==> src/rtl/uart_pkg.sv <==
// uart_pkg: shared types and constants for the UART receiver.
//   rx_state_e  - receiver FSM state encoding
//   OVS_RATE    - oversample ticks per bit (fixed at 16)
//   DATA_WIDTH  - payload bits per frame
//   MID_TICK    - tick index (0-based) of the start-bit mid-point
//   even_parity - parity bit that makes the total count of ones even
package uart_pkg;

    typedef enum logic [2:0] {
        StIdle,
        StStart,
        StData,
        StParity,
        StStop
    } rx_state_e;

    localparam int unsigned OVS_RATE   = 16;
    localparam int unsigned DATA_WIDTH = 8;
    localparam int unsigned MID_TICK   = 7;

    function automatic logic even_parity(input logic [DATA_WIDTH-1:0] d);
        return ^d;
    endfunction

endpackage

==> src/rtl/uart_rx_tick.sv <==
// uart_rx_tick: oversample tick generator.
//   clk_in  - clock
//   rst_n   - synchronous active-low reset
//   restart - clears the divider so the next tick lands OVS_DIV cycles later
//   tick    - one-cycle pulse every OVS_DIV clk_in cycles
module uart_rx_tick #(
    parameter int unsigned OVS_DIV = 10
) (
    input  logic clk_in,
    input  logic rst_n,
    input  logic restart,
    output logic tick
);

    localparam logic [15:0] CntMax = 16'(OVS_DIV - 1);

    logic [15:0] cnt_q, cnt_d;

    assign tick = (cnt_q == CntMax);

    always_comb begin
        cnt_d = cnt_q + 16'd1;
        if (restart || tick) begin
            cnt_d = 16'd0;
        end
    end

    always_ff @(posedge clk_in) begin
        if (!rst_n) begin
            cnt_q <= 16'd0;
        end else begin
            cnt_q <= cnt_d;
        end
    end

endmodule

==> src/rtl/uart_rx.sv <==
// uart_rx: 16x oversampling UART receiver, 8N1 (8E1 when UART_RX_PARITY_EN is defined).
//   clk_in     - clock, all state on its rising edge
//   rst_n      - synchronous active-low reset
//   rx         - asynchronous serial line, idles high
//   data_out   - last good byte, held until the next good byte
//   data_valid - one-cycle pulse, data_out valid in that cycle
//   frame_err  - one-cycle pulse, stop bit sampled low
//   parity_err - one-cycle pulse on even-parity mismatch (UART_RX_PARITY_EN only)
module uart_rx #(
    parameter int unsigned OVS_DIV  = 10,
    parameter int unsigned OVS_RATE = 16
) (
    input  logic       clk_in,
    input  logic       rst_n,
    input  logic       rx,
    output logic [7:0] data_out,
    output logic       data_valid,
`ifdef UART_RX_PARITY_EN
    output logic       parity_err,
`endif
    output logic       frame_err
);
    import uart_pkg::*;

    localparam logic [3:0] OvsLast = 4'(OVS_RATE - 1);
    localparam logic [3:0] OvsMid  = 4'(MID_TICK);
    localparam logic [2:0] IdxLast = 3'(DATA_WIDTH - 1);

    // Synchronizer and edge detection
    logic       rx_meta_q, rx_sync_q, rx_prev_q;
    logic [1:0] prime_q;
    logic       armed_q;
    logic       fall_edge;

    // FSM and datapath
    rx_state_e  state_q, state_d;
    logic [3:0] ovs_q, ovs_d;
    logic [2:0] idx_q, idx_d;
    logic [7:0] shift_q, shift_d;
`ifdef UART_RX_PARITY_EN
    logic       par_q, par_d;
    logic       parity_err_q, parity_err_d;
`endif

    // Registered outputs
    logic [7:0] data_out_q, data_out_d;
    logic       data_valid_q, data_valid_d;
    logic       frame_err_q, frame_err_d;

    logic tick, restart, mid_hit, bit_hit;

    // armed_q stays low until the synchronizer holds real line samples and the line has been
    // seen high, so the preset-to-1 values cannot fake a start edge when reset releases while
    // the line is low mid-frame.
    always_ff @(posedge clk_in) begin
        if (!rst_n) begin
            rx_meta_q <= 1'b1;
            rx_sync_q <= 1'b1;
            rx_prev_q <= 1'b1;
            prime_q   <= 2'd0;
            armed_q   <= 1'b0;
        end else begin
            rx_meta_q <= rx;
            rx_sync_q <= rx_meta_q;
            rx_prev_q <= rx_sync_q;
            if (prime_q != 2'd2) begin
                prime_q <= prime_q + 2'd1;
            end
            if (prime_q == 2'd2 && rx_sync_q) begin
                armed_q <= 1'b1;
            end
        end
    end

    assign fall_edge = armed_q & rx_prev_q & ~rx_sync_q;
    assign restart   = (state_q == StIdle) & fall_edge;
    assign mid_hit   = tick & (ovs_q == OvsMid);
    assign bit_hit   = tick & (ovs_q == OvsLast);

    uart_rx_tick #(
        .OVS_DIV (OVS_DIV)
    ) u_tick (
        .clk_in  (clk_in),
        .rst_n   (rst_n),
        .restart (restart),
        .tick    (tick)
    );

    // State register and datapath registers
    always_ff @(posedge clk_in) begin
        if (!rst_n) begin
            state_q <= StIdle;
            ovs_q   <= 4'd0;
            idx_q   <= 3'd0;
            shift_q <= 8'h00;
`ifdef UART_RX_PARITY_EN
            par_q   <= 1'b0;
`endif
        end else begin
            state_q <= state_d;
            ovs_q   <= ovs_d;
            idx_q   <= idx_d;
            shift_q <= shift_d;
`ifdef UART_RX_PARITY_EN
            par_q   <= par_d;
`endif
        end
    end

    // Next-state logic
    always_comb begin
        state_d = state_q;
        case (state_q)
            StIdle: begin
                if (fall_edge) begin
                    state_d = StStart;
                end
            end
            StStart: begin
                // A high line at the start-bit mid-point is a glitch
                if (mid_hit) begin
                    state_d = rx_sync_q ? StIdle : StData;
                end
            end
            StData: begin
                if (bit_hit && idx_q == IdxLast) begin
`ifdef UART_RX_PARITY_EN
                    state_d = StParity;
`else
                    state_d = StStop;
`endif
                end
            end
            StParity: begin
                if (bit_hit) begin
                    state_d = StStop;
                end
            end
            StStop: begin
                if (bit_hit) begin
                    state_d = StIdle;
                end
            end
            default: state_d = StIdle;
        endcase
    end

    // Oversample counter, bit index and shift register
    always_comb begin
        ovs_d   = ovs_q;
        idx_d   = idx_q;
        shift_d = shift_q;
`ifdef UART_RX_PARITY_EN
        par_d   = par_q;
`endif
        case (state_q)
            StIdle: begin
                ovs_d = 4'd0;
                idx_d = 3'd0;
            end
            StStart: begin
                // Restart from the mid-point so later samples fall mid-bit
                if (tick) begin
                    ovs_d = mid_hit ? 4'd0 : ovs_q + 4'd1;
                end
            end
            StData: begin
                if (tick) begin
                    ovs_d = bit_hit ? 4'd0 : ovs_q + 4'd1;
                end
                if (bit_hit) begin
                    shift_d[idx_q] = rx_sync_q;
                    idx_d          = idx_q + 3'd1;
                end
            end
            StParity: begin
                if (tick) begin
                    ovs_d = bit_hit ? 4'd0 : ovs_q + 4'd1;
                end
`ifdef UART_RX_PARITY_EN
                if (bit_hit) begin
                    par_d = rx_sync_q;
                end
`endif
            end
            StStop: begin
                if (tick) begin
                    ovs_d = bit_hit ? 4'd0 : ovs_q + 4'd1;
                end
            end
            default: begin
                ovs_d = 4'd0;
                idx_d = 3'd0;
            end
        endcase
    end

    // Output next-state: framing error wins over parity error, either blocks data_valid
    always_comb begin
        data_out_d   = data_out_q;
        data_valid_d = 1'b0;
        frame_err_d  = 1'b0;
`ifdef UART_RX_PARITY_EN
        parity_err_d = 1'b0;
`endif
        if (state_q == StStop && bit_hit) begin
            if (!rx_sync_q) begin
                frame_err_d = 1'b1;
`ifdef UART_RX_PARITY_EN
            end else if (par_q != even_parity(shift_q)) begin
                parity_err_d = 1'b1;
`endif
            end else begin
                data_valid_d = 1'b1;
                data_out_d   = shift_q;
            end
        end
    end

    always_ff @(posedge clk_in) begin
        if (!rst_n) begin
            data_out_q   <= 8'h00;
            data_valid_q <= 1'b0;
            frame_err_q  <= 1'b0;
`ifdef UART_RX_PARITY_EN
            parity_err_q <= 1'b0;
`endif
        end else begin
            data_out_q   <= data_out_d;
            data_valid_q <= data_valid_d;
            frame_err_q  <= frame_err_d;
`ifdef UART_RX_PARITY_EN
            parity_err_q <= parity_err_d;
`endif
        end
    end

    assign data_out   = data_out_q;
    assign data_valid = data_valid_q;
    assign frame_err  = frame_err_q;
`ifdef UART_RX_PARITY_EN
    assign parity_err = parity_err_q;
`endif

endmodule
==> config.mk <==
export PLATFORM = sky130hd
export DESIGN_NAME = uart_rx
export DESIGN_NICKNAME = d
export VERILOG_FILES = /design/src/rtl/uart_pkg.sv /design/src/rtl/uart_rx_tick.sv /design/src/rtl/uart_rx.sv
export SDC_FILE = /design/constraint.sdc
export NUM_CORES = 1
export LEC_CHECK = 0
export CORE_MARGIN = 2
export CORE_UTILIZATION = 50
export DETAILED_ROUTE_END_ITERATION = 12
export PLACE_DENSITY = 0.69
export SLEW_MARGIN = 5
export SYNTH_ARGS = -nofsm -noshare
export SYNTH_HDL_FRONTEND = slang
export SYNTH_SLANG_ARGS = --single-unit
==> constraint.sdc <==
create_clock -name clk_in -period 2.8 [get_ports clk_in]
set_clock_uncertainty 0.15 [all_clocks]
set_input_delay 0.56 -clock clk_in [delete_from_list [all_inputs] [get_ports clk_in]]
set_output_delay 0.56 -clock clk_in [all_outputs]
set_load 0.01 [all_outputs]
==> After elaboration in Yosys (flattened, before gate mapping) <==
Cells that the tools add are included.
{ "word_totals": {"ff_bits": 50, "in_bits": 3, "out_inout_bits": 10, "word_cells": 79} }
{ "classes": {"n_addsub": 4, "order_cmp": 2, "eq_ne": 18, "muxes": 19, "n_bitwise": 8, "reduce_logical": 15} }
{ "op_table": {"columns": ["cell", "count"], "rows": [
  ["two-way mux 3 bit", 6],
  ["adder 16 x 1 -> 16 bit, second input constant", 1],
  ["== test 16 x 4 -> 1 bit, second input constant", 1],
  ["two-way mux 4 bit", 4],
  ["inequality test 2 bit, second input constant", 8],
  ["one-hot mux 3 bit (5 select lines)", 1],
  ["AND reduction 2 bit", 5],
  ["bitwise mux 8 bit", 1],
  ["one-hot mux 4 bit (2 select lines)", 1],
  ["== test 3 x 2 -> 1 bit, second input constant", 2],
  ["== test 3 bit, second input constant", 2],
  ["one-hot mux 3 bit (2 select lines)", 1],
  ["OR reduction 3 bit", 2],
  ["bitwise AND 1 bit", 5],
  ["AND reduction 5 bit", 1],
  ["adder 4 x 1 -> 4 bit, second input constant", 1],
  ["== test 4 x 3 -> 1 bit, second input constant", 1],
  ["== test 4 bit, second input constant", 1],
  ["logical AND 1 bit", 4],
  ["less-than comparator 3 x 4 -> 1 bit, second input constant", 1],
  ["adder 3 x 1 -> 3 bit, second input constant", 1],
  ["demux 1 bit (select 3 bit)", 1],
  ["== test 3 x 1 -> 1 bit, second input constant", 1],
  [">= comparator 3 x 1 -> 1 bit, second input constant", 1],
  ["9 further kinds", 13]
]} }

==> Depth between registers and ports, before layout <==
{ "depth": {"depth_word": 5, "mapped_depth": 9, "depth_no_buf": 7} }

==> Hierarchy <==
Synthesis repeated with hierarchy kept, for this count alone.
{ "hier_totals": {"hier_cells": 248, "hier_area_um2": 2348.5} }
{ "modules_own_cells": {"columns": ["mod", "n_inst", "cells_each", "area_each_um2"], "rows": [
  ["uart_rx", 1, 165, 1541.5],
  ["uart_rx_tick", 1, 83, 807.0]
]} }

==> Worst setup path after synthesis <==
OpenSTA, ideal clock, no wires.
{ "synth_timing": {"kind": "register -> register", "startpoint": "reg u_tick.cnt_q[0]", "endpoint": "reg ovs_q[3]", "setup_time_ns": 0.086, "arrival_time_ns": 1.724, "t_required_ns": 2.564, "path_slack_ns": 0.839, "stages_incl_launch_ff": 8, "n_path_buf": 1, "synth_period_minus_slack_ns": 1.961, "path_cell_list": "dfxtp_1 > ha_1 > and4bb_1 > and3_1 > buf_4 > a21oi_2 > or3_1 > a221oi_2"} }
{ "synth_between": {"elab_chain_cells": 5, "word_cells_on_any_way": 11} }
{ "synth_rtl": {"columns": ["item", "line", "text"], "rows": [
  ["start, declared", "uart_rx_tick.sv:17", "logic [15:0] cnt_q, cnt_d;"],
  ["start signal, assigned", "uart_rx_tick.sv:32", "cnt_q <= cnt_d;"],
  ["== test 16 x 4 -> 1 bit *", "uart_rx_tick.sv:19", "assign tick = (cnt_q == CntMax);"],
  ["bitwise AND 1 bit (on tied branches)", "uart_rx.sv:78, uart_rx.sv:77", null],
  ["two-way mux 4 bit (on tied branches) (2 in a row)", null, null],
  ["one-hot mux 4 bit (2 select lines)", "uart_rx.sv:156", "case (state_q)"],
  ["end signal, assigned", "uart_rx.sv:101", "ovs_q <= ovs_d;"],
  ["end, declared", "uart_rx.sv:37", "logic [3:0] ovs_q, ovs_d;"]
]} }
Every way passes the cells marked *; elsewhere a longest branch is shown, timed or not. The select of a mux whose other input is x is not followed.
A chain may end at the register's enable or synchronous reset.

==> Worst setup path after layout <==
Same ends and word-level chain as after synthesis.

==> summary.md <==
| Metric | Value |
|---|---|
| Status | `completed` |
| Worst-Skew Late Latency | `0.30 ns` |
| DR pass1 iterations | `4` |
| Drt total wl | `4.10 mm` |
| Fin Setup TNS | `0 ns` |
| Rel. slew slack | `0.654` |
| Post-synth EDFFs | `0` |
| Most used flip-flop cell after synthesis | `dfxtp_1` |
| CORE AREA | `4350 µm²` |
| Gate power share | `0.074` |
| WP data required | `2.87 ns` |
| Slowest CP cell | `dfxtp_1` |
| Detailed Place HPWL | `2.86 mm` |
| Initial antenna violation count | `0` |
| Critical path, cell by cell | `ha_1, and4bb_1, and3_1, a21oi_2, or3_1, a221oi_2` |
| H-tree depth | `2` |
| Die Area | `5080 µm²` |
| CP max stage delay | `0.42 ns` |
| Number of CTS-inserted buffers | `5` |
| Fin Hold WS | `0.275 ns` |
| Period utilization | `0.778` |
| R2R Setup Slk | `0.62 ns` |
| Fmax | `459 MHz` |
| Antenna Nets Post-Route | `0` |
| CTS tree | `built` |
| Async SR Flop Fraction | `0` |
| Count of cell types in the netlist | `46` |
| Vias per inst | `5.50` |
| # port buffers | `12` |
| Layout cells sized above 1 | `0.0748` |
| WL/cell | `13.4 µm` |
| Fillers | `397` |
| Nets | `262` |
| WL met2 | `1.67 mm` |
| Minimum clock period | `2.18 ns` |
| Worst vdd ir | `0.316 mV` |
| Area grow syn2layout | `10.5%` |
| Final setup viols | `0` |
| Sw Ratio | `0.236` |
| Pwr Density | `510 nW/µm²` |
| Warnings from Yosys | `0` |
| Multiplexer share of the synthesized area | `0.0663` |
| Hold Vio Cnt, Final | `0` |
| Crit path kind | `flip-flop to flip-flop` |
| Die width | `71.3 µm` |
| M1 WL | `2.18 mm` |
| WL met3 | `211 µm` |
| TritonCTS Sinks | `50` |
| P_sw | `0.302 mW` |
| Largest family of logic cells by synthesized area | `simple AND/OR/NAND/NOR gates` |
| Antenna cells | `0` |
| RSZ-0062 raised after global routing | `no` |
| Vias in the first global route | `1518` |
| Die Y | `71.3 µm` |
| CTS Hold Bufs | `0` |
| Number of synthesized register bits | `50` |
| Hold Path Depth | `1` |
| Vias | `1682` |
| Global-route wire length before repair | `7.14 mm` |
| Root Driver | `clkbuf_8` |
| Worst Setup End Kind | `flip-flop` |
| Cells after Synth | `244` |
| Max Used Layer | `met4` |
| Crit-path max FO | `8` |
| P_int | `0.975 mW` |
| CP Launch Type | `flip-flop` |
| Reg2Reg Depth | `6` |
| GPL Wtd Cong | `0.820` |
| Global route overflow | `0` |
| Clk buf depth | `2` |
| Synth Area in Compound Gates | `0.0729` |
| Num rows | `24` |
| Worst-path clk slew | `0.08 ns` |
| Hold Path Sink | `rx_sync_q` |
| Reg2Reg Capture Point | `ovs_q[3]` |
| Gr usage total | `0.174` |
| Multi-input gate area | `1200 µm²` |
| Leak pwr | `0.940 nW` |
| Worst r2r src | `u_tick.cnt_q[0]` |
| Max-cap violation count | `0` |
| Synth Area in XOR/XNOR | `0.0696` |
| DRC Markers | `0` |
| Min-Delay Startpoint | `rx_meta_q` |
| Synth Cell Area | `2260 µm²` |
| Mapped Nets | `253` |
| Post-CTS Setup Bufs | `0` |
| Share of power burned in registers | `0.591` |
| # resized after CTS | `0` |
| Pin count of the biggest net entering global routing | `19` |
| # IOs | `13` |
| Initial core utilization | `0.520` |
| Avg Inst Size Synth | `9.28 µm²` |
| Post-synthesis simple-gate area fraction | `0.287` |
| Hold WC Path Type | `flip-flop to flip-flop` |
| Slew @ Worst Pin | `0.518 ns` |
| Final Slew Violations | `0` |
| Clock power frac | `0.335` |
| DR iter-0 viols | `78` |
| Post-Synth Adder-Cell Area | `0.0331` |
| WP data arrival | `2.25 ns` |
| Sequential area share after synthesis | `0.442` |
| Register area | `1000 µm²` |
==> cell usage in the layout (no fill, tap or decap), types with 2 or more instances in the layout <==
cell type	n
nor4b_2	3
a21oi_1	7
nor2b_1	2
nand2b_1	4
clkbuf_8	6
o21ai_1	5
clkdlybuf4s50_1	12
and3_1	5
nor4_4	2
buf_4	2
or3_1	2
xor2_1	12
nand3b_1	2
mux2i_1	15
nor3_1	7
dfxtp_1	50
nand3_1	12
ha_1	6
nand2_1	23
inv_1	2
xnor2_1	6
nand4b_1	2
nor2_1	36
nand4_1	8
==> area by class of cell <==
| type | instances | share of cell area |
|---|---|---|
| multi-input combinational | 179 | 0.479 |
| sequential | 50 | 0.400 |
| timing repair buffer | 14 | 0.0540 |
| clock buffer | 7 | 0.0345 |
| tap | 52 | 0.0260 |
| inverter | 3 | 0.00450 |
| clock inverter | 1 | 0.00200 |
==> cell usage after synthesis, drive strengths merged, types with 2 or more instances <==
cell type,number,area [µm²]
nor4,3,48.8
inv,3,11.3
nand3,13,70.1
or3,2,12.5
nor3,7,35.0
nand3b,2,15.0
dfxtp,50,1000
nand4b,2,17.5
a21oi,8,43.8
a221oi,2,23.8
xor2,12,105
mux2i,15,150
nor2,36,135
ha,6,75.1
nor4b,4,68.8
nand4,8,50.1
xnor2,6,52.6
nor2b,2,12.5
buf,6,31.3
o21ai,5,25.0
clkbuf,6,22.5
nand2b,4,25.0
nand2,23,86.3
and3,5,31.3
==> power by group through the flow <==
stage               Sequential [mW]  Clock (mW)  Combinational [mW]
floorplan                     0.766           0              0.0775
global placement              0.771           0              0.0923
detailed placement            0.772           0              0.0934
CTS                           0.755       0.444              0.0964
global route                  0.759       0.462               0.114
finish                        0.755       0.427              0.0943
==> state kept, by name, summed over array words and instances (netlist names), 2 cells and up <==
name,count
shift_q,8
state_q,3
ovs_q,4
u_tick.cnt_q,16
idx_q,3
data_out,8
prime_q,2
==> worst max-delay path, delay by kind of cell, from the launching register on <==
kind / cells / cell delay (ns)
flip-flops: 1 / 0.42
adder cells (fa/ha/maj): 1 / 0.18
AO/OA/AOI/OAI: 2 / 0.37
AND/OR/NAND/NOR: 3 / 0.97
==> kinds of logic (layout without fill, tap and decap cells) <==
logic type,count (synthesis),in the layout
adder cells (fa/ha/maj),6,6
multiplexers,15,15
AND/OR/NAND/NOR,116,116
buffers and inverters,15,25
XOR/XNOR,18,18
flip-flops,50,50
AO/OA/AOI/OAI,24,24
==> metrics by stage <==
stage               cell area [µm²]  power [mW]  worst slack (ns)  instances  utilization
floorplan                      2260       0.844             0.839        244            -
global placement               2410       0.864             0.596        298        0.554
detailed placement             2410       0.865             0.590        298        0.554
CTS                            2500        1.30             0.613        306        0.575
global route                   2500        1.33             0.446        306        0.575
finish                         2500        1.28             0.622        306        0.575
==> routing by layer <==
metal | vias up | global-route usage
met2 | 36 | 0.234
met4 | 0 | 0.0482
li1 | 869 | -
met5 | - | 0
met3 | 7 | 0.0478
met1 | 770 | 0.272
==> worst max path at each step <==
stage                            endpoint  cells after the start            start  slack [ns]
after global routing           shift_q[4]                      6  u_tick.cnt_q[0]        0.45
after CTS                        ovs_q[3]                      6  u_tick.cnt_q[0]        0.61
after global placement    u_tick.cnt_q[5]                      5            rst_n        0.60
after floorplan                  ovs_q[3]                      7  u_tick.cnt_q[0]        0.84
final                            ovs_q[3]                      6  u_tick.cnt_q[0]        0.62
after detailed placement  u_tick.cnt_q[4]                      5            rst_n        0.59
No activity file was read; power rests on OpenSTA's default activity.
==> RTL edit 1: new RTL, config.mk and constraints unchanged <==
Put one more register stage on the output `data_valid`. The value now appears one clock later. The other outputs are not delayed to match. Comments in the files are not updated.
--- a/src/rtl/uart_rx.sv
+++ b/src/rtl/uart_rx.sv
@@ -237,5 +237,7 @@
 
     assign data_out   = data_out_q;
-    assign data_valid = data_valid_q;
+    always_ff @(posedge clk_in) begin
+        data_valid <= data_valid_q;
+    end
     assign frame_err  = frame_err_q;
 `ifdef UART_RX_PARITY_EN
Behaviour: no difference found for any inputs over 10 cycles, from zero or initial values and one cycle with rst_n low; that may be too few to reach the edited logic, so the function may still have changed.
==> RTL edit 1 against the original RTL <==
  * Power is 0.88% lower
  * Cell area is 2.8% higher
  * Routed wire length grew 4.6%
  * Sequential cell count increased by 1
  * Hold slack got worse by 0.087 ns
  * Setup slack worse by 0.0069 ns
  * Area after synthesis grew 3.5%
  * Largest cell class unchanged
==> RTL edit 1: results (changes against the original RTL) <==
stage	metric	value	unit	change
synth	Seq/Total Area, Yosys	43.5	%	-0.66 points
sta	maximum clock rate	458	MHz	-0.32%
final_layout	NumNets Final	284		+8.4%
setup_path	worst reg2reg path endpoint	ovs_q[1]$_SDFFE_PN0P_		
synth	area fraction of the dominant cell type after synthesis	43.5	%	-0.66 points
synth	largest cells by area after synthesis	dfxtp_1 (44%), nor2_1 (4.2%), mux2i_1 (3.8%)		
synth	Distinct cells, synth	40		-13%
power_and_ir_drop	peak supply drop	0.382	mV	+21%
synth	compound-cell area share of the yosys netlist	11.3	%	+4.0 points
final_layout	share of layout cells above drive strength 1	6.16	%	-1.3 points
setup_path	critical-path maximum fanout	7		-1
global_routing	GRT Total Usage	18.2	%	+0.77 points
setup_path	Critical-path top delay cell	nor2_1		
global_routing	vias in the first global route	1699		+12%
place	DP HPWL	3030	µm	+6.0%
hold_path	Hold Path Depth	0		-1
outcome	outcome	completed		
hold_path	hold path start	data_valid_q$_SDFF_PN0_		
route	via count	1794		+6.7%
power_and_ir_drop	Leak	0.000822	µW	-13%
place	Place WS	0.477	ns	-0.113 ns
hold_path	Hold Path End	data_valid$_DFF_P_		
synth	Syn Nets	274		+8.3%
place	RD Place Congestion	0.856		+4.5%
synth	Post-Synth Adder-Cell Area	3.20	%	-0.11 points
route	WL per Instance	13.1	µm	-2.4%
synth	xor and xnor fraction of the mapped netlist area	5.60	%	-1.4 points
setup_path	crit-path max cell delay	0.40	ns	-0.02 ns
sta	worst slew pin tran	0.608	ns	+0.0897 ns
-- RTL edit 1: critical path: cells and delay by family, from the launching register on --
kind	cells	cell delay, ns
AOI/OAI and AO/OA	2	0.35
adders and majority gates	1	0.17
and+or+nand+nor	3	1.02
DFF	1	0.39
-- RTL edit 1: cell families (layout without fill, tap and decap cells) --
logic type / Yosys count / after routing
flip-flops: 51 / 51
XOR/XNOR: 15 / 15
adder cells (fa/ha/maj): 6 / 6
buffers and inverters: 20 / 31
AO/OA/AOI/OAI: 44 / 44
AND/OR/NAND/NOR: 120 / 120
multiplexers: 9 / 9
-- RTL edit 1: power by group --
part	total [µW]	switching [µW]	internal [µW]
sequential	766	17.5	748
combinational	82.2	39.3	42.9
clock	418	244	174
total	1270	300	965
-- RTL edit 1: area by class of cell --
| cell class | instances | area [µm²] |
|---|---|---|
| Fill cell | 404 | 1870 |
| Clock inverter | 3 | 20.0 |
| Inverter | 8 | 30.0 |
| Tap cell | 52 | 65.1 |
| Timing Repair Buffer | 15 | 143 |
| Sequential cell | 51 | 1020 |
| Clock buffer | 5 | 68.8 |
| Multi-Input combinational cell | 194 | 1220 |
-- RTL edit 1: how the worst max path moves through the flow --
stage                                        endpoint  cells after the start                       start
after floorplan              data_out[0]$_SDFFE_PN0P_                      8  u_tick.cnt_q[0]$_SDFF_PP0_
after CTS                  u_tick.cnt_q[4]$_SDFF_PP0_                      5  u_tick.cnt_q[0]$_SDFF_PP0_
after global placement    u_tick.cnt_q[11]$_SDFF_PP0_                      3                       rst_n
final                           ovs_q[1]$_SDFFE_PN0P_                      6  u_tick.cnt_q[0]$_SDFF_PP0_
after global routing            ovs_q[1]$_SDFFE_PN0P_                      6  u_tick.cnt_q[0]$_SDFF_PP0_
after detailed placement  u_tick.cnt_q[11]$_SDFF_PP0_                      3                       rst_n
-- RTL edit 1: metal layers --
layer / wire length, µm / vias to the layer above / GRT usage (%)
met4: 65 / 0 / 8.02
met3: 179 / 5 / 2.92
met1: 2230 / 815 / 25.3
li1: - / 945 / -
met5: 0 / - / 0
met2: 1820 / 29 / 28.0
-- RTL edit 1: stage by stage --
step	hold slack [ns]	std cells	power [µW]	instance area, µm²
floorplan	0.160	265	847	2340
global placement	0.160	320	864	2480
detailed placement	0.175	320	866	2480
CTS	0.196	328	1280	2570
global route	0.206	328	1310	2570
finish	0.188	328	1270	2570
==> RTL edit 2: new RTL, same settings <==
Made on the original files. The package constant `DATA_WIDTH` goes from 8 to 6.
--- a/src/rtl/uart_pkg.sv
+++ b/src/rtl/uart_pkg.sv
@@ -16,5 +16,5 @@
 
     localparam int unsigned OVS_RATE   = 16;
-    localparam int unsigned DATA_WIDTH = 8;
+    localparam int unsigned DATA_WIDTH = 6;
     localparam int unsigned MID_TICK   = 7;
 
Formal check against the unedited RTL: same outputs for any inputs over 10 cycles, from zero or initial values and one cycle with rst_n low; that may be too few to reach the edited logic, so the function may still have changed.
==> RTL edit 2 against the original RTL <==
  * Die area up 5.8%
  * Area after synthesis up 6.1%
  * Setup slack better by 0.17 ns
  * Power down 1.4%
  * Cell area up 5.5%
  * Hold slack worse by 0.0030 ns
  * Sequential cell count unchanged
  * Final cell count up 5.9%
  * Routed wire length up 2.4%
  * Critical path type unchanged
  * Largest cell class unchanged
==> RTL edit 2: results (changes against the original RTL) <==
stage	metric	value	unit	change
place	RD Place Congestion	0.771		-6.0%
power_and_ir_drop	Pint	956	µW	-2.0%
clocking	CTS Buf Count	5		unchanged
global_routing	largest net degree at the start of global routing	23		+4
route	WL per Instance	13.0	µm	-3.3%
setup_path	critical-path maximum fanout	11		+3
global_routing	GRT Total Usage	17.3	%	-0.087 points
route	wirelength, routed	4200	µm	+2.4%
synth	Distinct cells, synth	52		+13%
final_layout	NumNets Final	278		+6.1%
global_routing	met1 Use GR	23.8	%	-3.4 points
place	Placed Area	0.00255	mm²	+5.8%
clocking	Clock Latency Late Sink	0.30	ns	about the same
global_routing	first-pass GRT wire length	7320	µm	+2.5%
global_routing	met3 GRT Util	4.12	%	-0.67 points
sta	slew margin rel.	64.2	%	-1.2 points
synth	post-synthesis cell count	258		+5.7%
synth	YS warnings	0		unchanged
hold_path	Hold/Removal Path Class	reg2reg		
place	DP HPWL	2960	µm	+3.5%
final_layout	FILL cells	434		+9.3%
place	Place WS	0.571	ns	-0.0191 ns
final_layout	antenna diode count	0		unchanged
route	via count	1776		+5.6%
synth	Post-synth EDFFs	0		unchanged
place	# placed instances	316		+6.0%
outcome	outcome	completed		
final_layout	synthesis-to-finish area growth	9.89	%	
place	IO Port Bufs	12		unchanged
route	drt initial violations	141		+81%
synth	Post-Synth Adder-Cell Area	3.12	%	-0.19 points
final_layout	share of layout cells above drive strength 1	10.4	%	+2.9 points
power_and_ir_drop	Leak	0.00100	µW	+6.7%
setup_path	CP arrival	2.05	ns	-0.20 ns
synth	mux cell area share after synthesis	6.66	%	+0.033 points
synth	Seq/Total Area, Yosys	41.6	%	-2.6 points
power_and_ir_drop	peak supply drop	0.312	mV	-1.3%
synth	Syn Nets	267		+5.5%
clocking	H-tree Lvls	2		unchanged
global_routing	met2 usage	26.5	%	+3.2 points
global_routing	vias in the first global route	1633		+7.6%
synth	xor and xnor fraction of the mapped netlist area	6.51	%	-0.45 points
synth	Post-synth top cells	dfxtp_1 (50), nor2_1 (30), nand3_1 (21), nor2b_1 (19), mux2i_1 (16)		
synth	compound-cell area share of the yosys netlist	7.03	%	-0.27 points
clocking	Post-CTS Setup Repair Bufs	0		unchanged
synth	largest cells by area after synthesis	dfxtp_1 (42%), mux2i_1 (6.7%), nor2b_1 (4.9%)		
## RTL edit 2: worst paths after layout
check | from | to | slack, ns | depth (start not counted)
setup / recovery | state_q[0]$_SDFFE_PN0P_ | ovs_q[1]$_SDFFE_PN0P_ | 0.79 | 5
hold / removal | rx_meta_q$_SDFF_PN1_ | rx_sync_q$_SDFF_PN1_ | 0.27 | 1
setup reg to reg | state_q[0]$_SDFFE_PN0P_ | ovs_q[1]$_SDFFE_PN0P_ | 0.79 | 5
hold reg to reg | rx_meta_q$_SDFF_PN1_ | rx_sync_q$_SDFF_PN1_ | 0.27 | 1
## RTL edit 2: final cells by class
| type | count | share of cell area [%] |
|---|---|---|
| clock inverters | 3 | 0.805 |
| well taps | 54 | 2.56 |
| repair buffers | 15 | 5.40 |
| flip-flops and latches | 50 | 37.9 |
| clock buffers | 5 | 2.61 |
| inverters | 5 | 0.711 |
| multi-input cells | 192 | 50.0 |
## RTL edit 2: power by group through the flow
stage	Sequential [µW]	Combinational, µW	Clock (µW)
2_1_floorplan	764	74.2	0
3_3_place_gp	767	89.8	0
3_5_place_dp	768	90.1	0
4_1_cts	751	91.1	436
5_1_grt	754	107	463
6_report	751	90.6	418
## RTL edit 2: worst max-delay path, cell delays in order (launching register included)
cell	delay, ns
dfxtp_1	0.63
nor3b_4	0.14
or4_4	0.54
o21a_1	0.23
nand2_2	0.11
o21ai_0	0.10
## RTL edit 2: routing by layer
| layer | part of all wire [%] | wire (µm) | vias up |
|---|---|---|---|
| met3 | 2.1 | 87 | 6 |
| met4 | 1.7 | 70 | 0 |
| li1 | - | - | 931 |
| met5 | 0 | 0 | - |
| met2 | 45 | 1910 | 14 |
| met1 | 51 | 2140 | 825 |
